**src/rtl/if_fetch_unit_pkg.sv**
```systemverilog
// Shared pipeline definitions used by the instruction-fetch stage.
package if_fetch_unit_pkg;

  localparam int XLEN = 32;

  localparam logic [XLEN-1:0] NOP_INSTR        = 32'h0000_0000;
  localparam logic [XLEN-1:0] RESET_PC_DEFAULT = 32'h0000_0000;

  typedef enum logic [1:0] {
    IDLE  = 2'd0,
    FETCH = 2'd1,
    HOLD  = 2'd2,
    DROP  = 2'd3
  } fetch_state_t;

endpackage

```
**src/rtl/if_fetch_unit.sv**
```systemverilog
// Instruction-fetch stage feeding the IF/ID register. One request to
// instruction memory is outstanding at a time. Responses to addresses
// abandoned by a redirect are swallowed.
//
// state | meaning
// ------+-----------------------------------------------------------
// IDLE  | first cycle after reset, no request issued
// FETCH | request at pc_q; the response is presented in the same cycle
// HOLD  | response captured while stalled, replayed from hold_instr_q
// DROP  | waiting out a wrong-path response at drop_addr_q
module if_fetch_unit
  import if_fetch_unit_pkg::*;
#(
  parameter logic [XLEN-1:0] RESET_PC = RESET_PC_DEFAULT
) (
  input  logic            clk,
  input  logic            reset,
  input  logic            stallF,
  input  logic            redirect,
  input  logic [XLEN-1:0] redirect_target,
  output logic            imem_req,
  output logic [XLEN-1:0] imem_addr,
  input  logic            imem_rvalid,
  input  logic [XLEN-1:0] imem_rdata,
  output logic [XLEN-1:0] PC_out,
  output logic [XLEN-1:0] PCplus4_out,
  output logic [XLEN-1:0] instruction_out,
  output logic            fetch_valid
);

  fetch_state_t    state, state_d;
  logic [XLEN-1:0] pc_q, pc_d;
  logic [XLEN-1:0] drop_addr_q, drop_addr_d;
  logic [XLEN-1:0] hold_instr_q, hold_instr_d;
  logic [XLEN-1:0] redirect_pc;

  // Targets are always word aligned; the low two bits are ignored.
  assign redirect_pc = {redirect_target[XLEN-1:2], 2'b00};

  // The presented PC is always the fetch PC register.
  assign PC_out      = pc_q;
  assign PCplus4_out = pc_q + 32'd4;

  // Next-state, register updates and memory/pipeline outputs.
  always_comb begin
    state_d         = state;
    pc_d            = pc_q;
    drop_addr_d     = drop_addr_q;
    hold_instr_d    = hold_instr_q;
    imem_req        = 1'b0;
    imem_addr       = pc_q;
    fetch_valid     = 1'b0;
    instruction_out = NOP_INSTR;

    case (state)
      IDLE: begin
        state_d = FETCH;
      end

      FETCH: begin
        imem_req = 1'b1;
        if (imem_rvalid && !redirect) begin
          fetch_valid     = 1'b1;
          instruction_out = imem_rdata;
          if (stallF) begin
            hold_instr_d = imem_rdata;
            state_d      = HOLD;
          end else begin
            pc_d = pc_q + 32'd4;
          end
        end else if (!imem_rvalid && redirect) begin
          // Response still owed for pc_q; remember it so the address stays put.
          drop_addr_d = pc_q;
          state_d     = DROP;
        end
      end

      HOLD: begin
        fetch_valid     = 1'b1;
        instruction_out = hold_instr_q;
        if (redirect) begin
          state_d = FETCH;
        end else if (!stallF) begin
          pc_d    = pc_q + 32'd4;
          state_d = FETCH;
        end
      end

      DROP: begin
        imem_req  = 1'b1;
        imem_addr = drop_addr_q;
        if (imem_rvalid) begin
          state_d = FETCH;
        end
      end

      default: begin
        state_d = IDLE;
      end
    endcase

    // A redirect beats everything else for the next fetch PC.
    if (redirect) begin
      pc_d = redirect_pc;
    end
  end

  // State and datapath registers.
  always_ff @(posedge clk or posedge reset) begin
    if (reset) begin
      state        <= IDLE;
      pc_q         <= RESET_PC;
      drop_addr_q  <= '0;
      hold_instr_q <= NOP_INSTR;
    end else begin
      state        <= state_d;
      pc_q         <= pc_d;
      drop_addr_q  <= drop_addr_d;
      hold_instr_q <= hold_instr_d;
    end
  end

endmodule

```
**config.mk**
```make
export PLATFORM = sky130hd
export DESIGN_NAME = if_fetch_unit
export DESIGN_NICKNAME = d
export VERILOG_FILES = /design/src/rtl/if_fetch_unit_pkg.sv /design/src/rtl/if_fetch_unit.sv
export SDC_FILE = /design/constraint.sdc
export NUM_CORES = 1
export LEC_CHECK = 0
export ABC_AREA = 1
export BUFFER_PORTS_ARGS = -buffer_cell sky130_fd_sc_hd__clkbuf_2
export CORE_ASPECT_RATIO = 0.75
export CORE_MARGIN = 2
export CORE_UTILIZATION = 40
export DETAILED_ROUTE_END_ITERATION = 16
export PLACE_DENSITY = 0.66
export SETUP_SLACK_MARGIN = 0.5
export SLEW_MARGIN = 20
export SYNTH_ARGS = -nofsm -noshare
export SYNTH_HDL_FRONTEND = slang
export SYNTH_SLANG_ARGS = --single-unit
```
**constraint.sdc**
```tcl
create_clock -name clk -period 5 [get_ports clk]
set_input_delay 0.25 -clock clk [delete_from_list [all_inputs] [get_ports clk]]
set_output_delay 0.25 -clock clk [all_outputs]
set_load 0.02 [all_outputs]
```
==> metrics.md <==
| Metric | Value |
|---|---|
| Antenna Nets Post-Route | `0` |
| CTS Root Cell | `clkbuf_16` |
| Post-CTS Setup Bufs | `0` |
| IO Pins | `199` |
| Max transition margin | `0.492` |
| Clock network fraction of total power | `0.147` |
| Synth async-reset ratio | `1.00` |
| Routed len/inst | `14.5 um` |
| Core area | `0.0138 sq mm` |
| Leakage | `0.00363 uW` |
| Logic pwr share | `0.551` |
| Die Width | `142 um` |
| Status | `finished, final reports clean` |
| Num rows | `37` |
| CTS tree | `yes` |
| Final Instance Area | `0.00703 sq mm` |
| Crit path DAT | `3240 ps` |
| Setup violators final | `0` |
| CTS buffer count | `9` |
| RSZ-0062 raised after global routing | `no` |
| Proportion of netlist area held by the largest area contributor | `0.410` |
| Area of the mapped netlist | `0.00574 sq mm` |
| Synth Register Bits | `94` |
| Area after DPL | `0.00671 sq mm` |
| Largest net degree at the start of global routing | `62` |
| Required @ worst endpoint | `5260 ps` |
| Distinct cells, synth | `31` |
| Sequential area share after synthesis | `0.410` |
| Reg power frac | `0.301` |
| Fillers | `1405` |
| EDFF count, synth | `0` |
| Critical Path Fanout Max | `35` |
| Actual slew at the worst max-slew pin | `761 ps` |
| P_sw | `2520 uW` |
| GRT Residual Overflow | `0` |
| Post-cts repair resize count | `0` |
| Vias per inst | `4.92` |
| Initial DRT Pass Iterations | `5` |
| First-pass GRT wire length | `26800 um` |
| HPWL after detailed placement | `12000 um` |
| H-tree Lvls | `3` |
| Worst min-delay path class | `in -> async` |
| Initial core utilization | `0.414` |
| Syn Inst Count | `815` |
| CP startpoint kind | `flop` |
| Ys Warns | `0` |
| Vias in the first global route | `5139` |
| Clock sink count | `94` |
| Switching Fraction | `0.520` |
| Pwr Density | `689 mW/mm^2` |
| Hold Violations, Final | `0` |
| CP max stage delay | `650 ps` |
| Leading cell types by total area after synthesis | `dfrtp_1 (41%), nand2_1 (20%), o21ai_0 (6.5%)` |
| Vias | `5679` |
| Multi-input gate area | `0.00299 sq mm` |
| Antenna violations before repair | `0` |
| Seq. cell area | `0.00235 sq mm` |
| Yosys top cell by area | `dfrtp_1` |
| Share of cells above drive strength 1 | `0.272` |
| Max-slew violations | `0` |
| CP Cell Sequence | `inv_1 -> ha_2 -> buf_4 -> inv_1 -> nand3_1 -> nand3_2 -> inv_2 -> o21ai_0 -> o22ai_1` |
| Critical Path Sink Type | `flop` |
| Most common cell on crit path | `inv_1` |
| P&R area growth vs syn | `22.6%` |
| Total power after layout | `4840 uW` |
| Post-Route WL | `16800 um` |
| Setup ws final | `2020 ps` |
| Internal power | `2320 uW` |
| Mapped Avg Cell Area | `7.04 sq um` |
| Inserted Diodes | `0` |
| GRT Total Usage | `0.221` |
| Worst vdd ir | `321 uV` |
| Max clock buf depth | `2` |
| Min Tclk post-route | `2980 ps` |
| Main flop type after synthesis | `dfrtp_1` |
| CP max-delay cell | `inv_2` |
| Number of DRC markers in iteration 0 | `383` |
| # DRC | `0` |
| Clock latency on the worst-skew pair | `340 ps` |
| Hold Buf Count CTS | `0` |
| Pre-CTS setup slack | `1700 ps` |
| Die area | `0.0153 sq mm` |
| Final net count | `1051` |
| DIE HEIGHT | `108 um` |
| WS Path Type | `reg -> reg` |
| PortBufs | `190` |
| Max-cap viol count | `0` |
| Clk_skew | `10.4 ps` |
| Peak Freq | `336 MHz` |
| Final period util | `0.596` |
| Gpl congestion | `0.863` |
| Worst-path clk slew | `70 ps` |
| Setup TNS | `0 ps` |
[placed cells by master (no fill, tap or decap), drive strengths merged, types with 3 or more instances in the layout]
master    n
nor2     81
and2      3
a21oi    49
ha        7
clkinv    3
clkbuf  199
buf       3
dfrtp    94
conb      6
mux2     10
o21ai    81
nand3    50
inv      52
nand2   323
xor2      6
o22ai     9
[critical path, delay by kind of cell (launching register included)]
family | cells | cell delay (ps)
simple gates | 2 | 710
fa+ha+maj | 1 | 170
compound gates | 2 | 350
flops | 1 | 430
buf+inv | 4 | 1230
[state kept, by name, indices dropped and copies added, names as in the netlist]
signal / cells
PC_out: 30
state: 2
hold_instr_q: 32
drop_addr_q: 30
[metrics by stage]
stage	hold slack, ps	utilization	std cells
floorplan	395	-	820
global placement	427	0.485	1139
detailed placement	432	0.485	1139
CTS	60.7	0.507	1155
global route	86.1	0.508	1155
finish	30.2	0.508	1155
[worst paths after layout]
path | from | end | slack, ps | cells after the start
max | state[0]$_DFFE_PP0P_ | PC_out[9]$_DFFE_PP0P_ | 2020 | 9
min | reset | hold_instr_q[15]$_DFFE_PP0P_ | 30 | 2
max reg2reg | state[0]$_DFFE_PP0P_ | PC_out[9]$_DFFE_PP0P_ | 2020 | 9
min reg2reg | hold_instr_q[3]$_DFFE_PP0P_ | hold_instr_q[3]$_DFFE_PP0P_ | 470 | 2
max in group asynchronous | reset | drop_addr_q[7]$_DFFE_PP0P_ | 3970 | 3
min in group clk | redirect_target[3] | PC_out[3]$_DFFE_PP0P_ | 140 | 3
[metal layers]
layer | GRT usage | share of wire | up-vias
met5 | 0 | 0 | -
met4 | 0.0371 | 0.0053 | 0
met3 | 0.0472 | 0.066 | 6
met2 | 0.340 | 0.45 | 196
met1 | 0.323 | 0.48 | 2573
li1 | - | - | 2904
[logic make-up (layout without fill, tap and decap cells)]
family | after synthesis | after routing | synth area share
flip-flops | 94 | 94 | 0.410
other | 1 | 6 | 0.000654
buffers and inverters | 99 | 259 | 0.0750
adder cells (fa/ha/maj) | 7 | 7 | 0.0153
AND/OR/NAND/NOR | 457 | 457 | 0.342
AO/OA/AOI/OAI | 140 | 140 | 0.127
XOR/XNOR | 7 | 7 | 0.0107
multiplexers | 10 | 10 | 0.0196
[synthesized netlist by cell type, types with 2 or more instances]
library cell,instances
o21ai_1,7
nand2_4,2
and2_1,3
nand2_1,304
nor2_2,5
mux2_2,10
nand2_2,16
nor2_8,2
inv_1,43
buf_2,11
ha_1,7
a21oi_2,4
xor2_1,6
nand3_1,49
buf_4,11
nor2_4,7
dfrtp_1,94
inv_2,5
o21ai_0,74
nor2_1,67
o22ai_1,9
clkbuf_1,26
a21oi_1,45
[cell type report]
cell class              instances  area share
flip-flops and latches         94       0.335
well taps                     175      0.0311
clock buffers                   9      0.0320
repair buffers                193       0.138
multi-input cells             627       0.425
clock inverters                 7      0.0114
inverters                      50      0.0276
[power by group through the flow]
stage	combinational, uW	clock [uW]	sequential, uW
floorplan	1720	0	1530
global placement	2650	0	1450
CTS	2680	728	1450
detailed placement	2670	0	1460
global route	2950	766	1510
finish	2670	714	1460
Power figures use the tool's default switching activity.
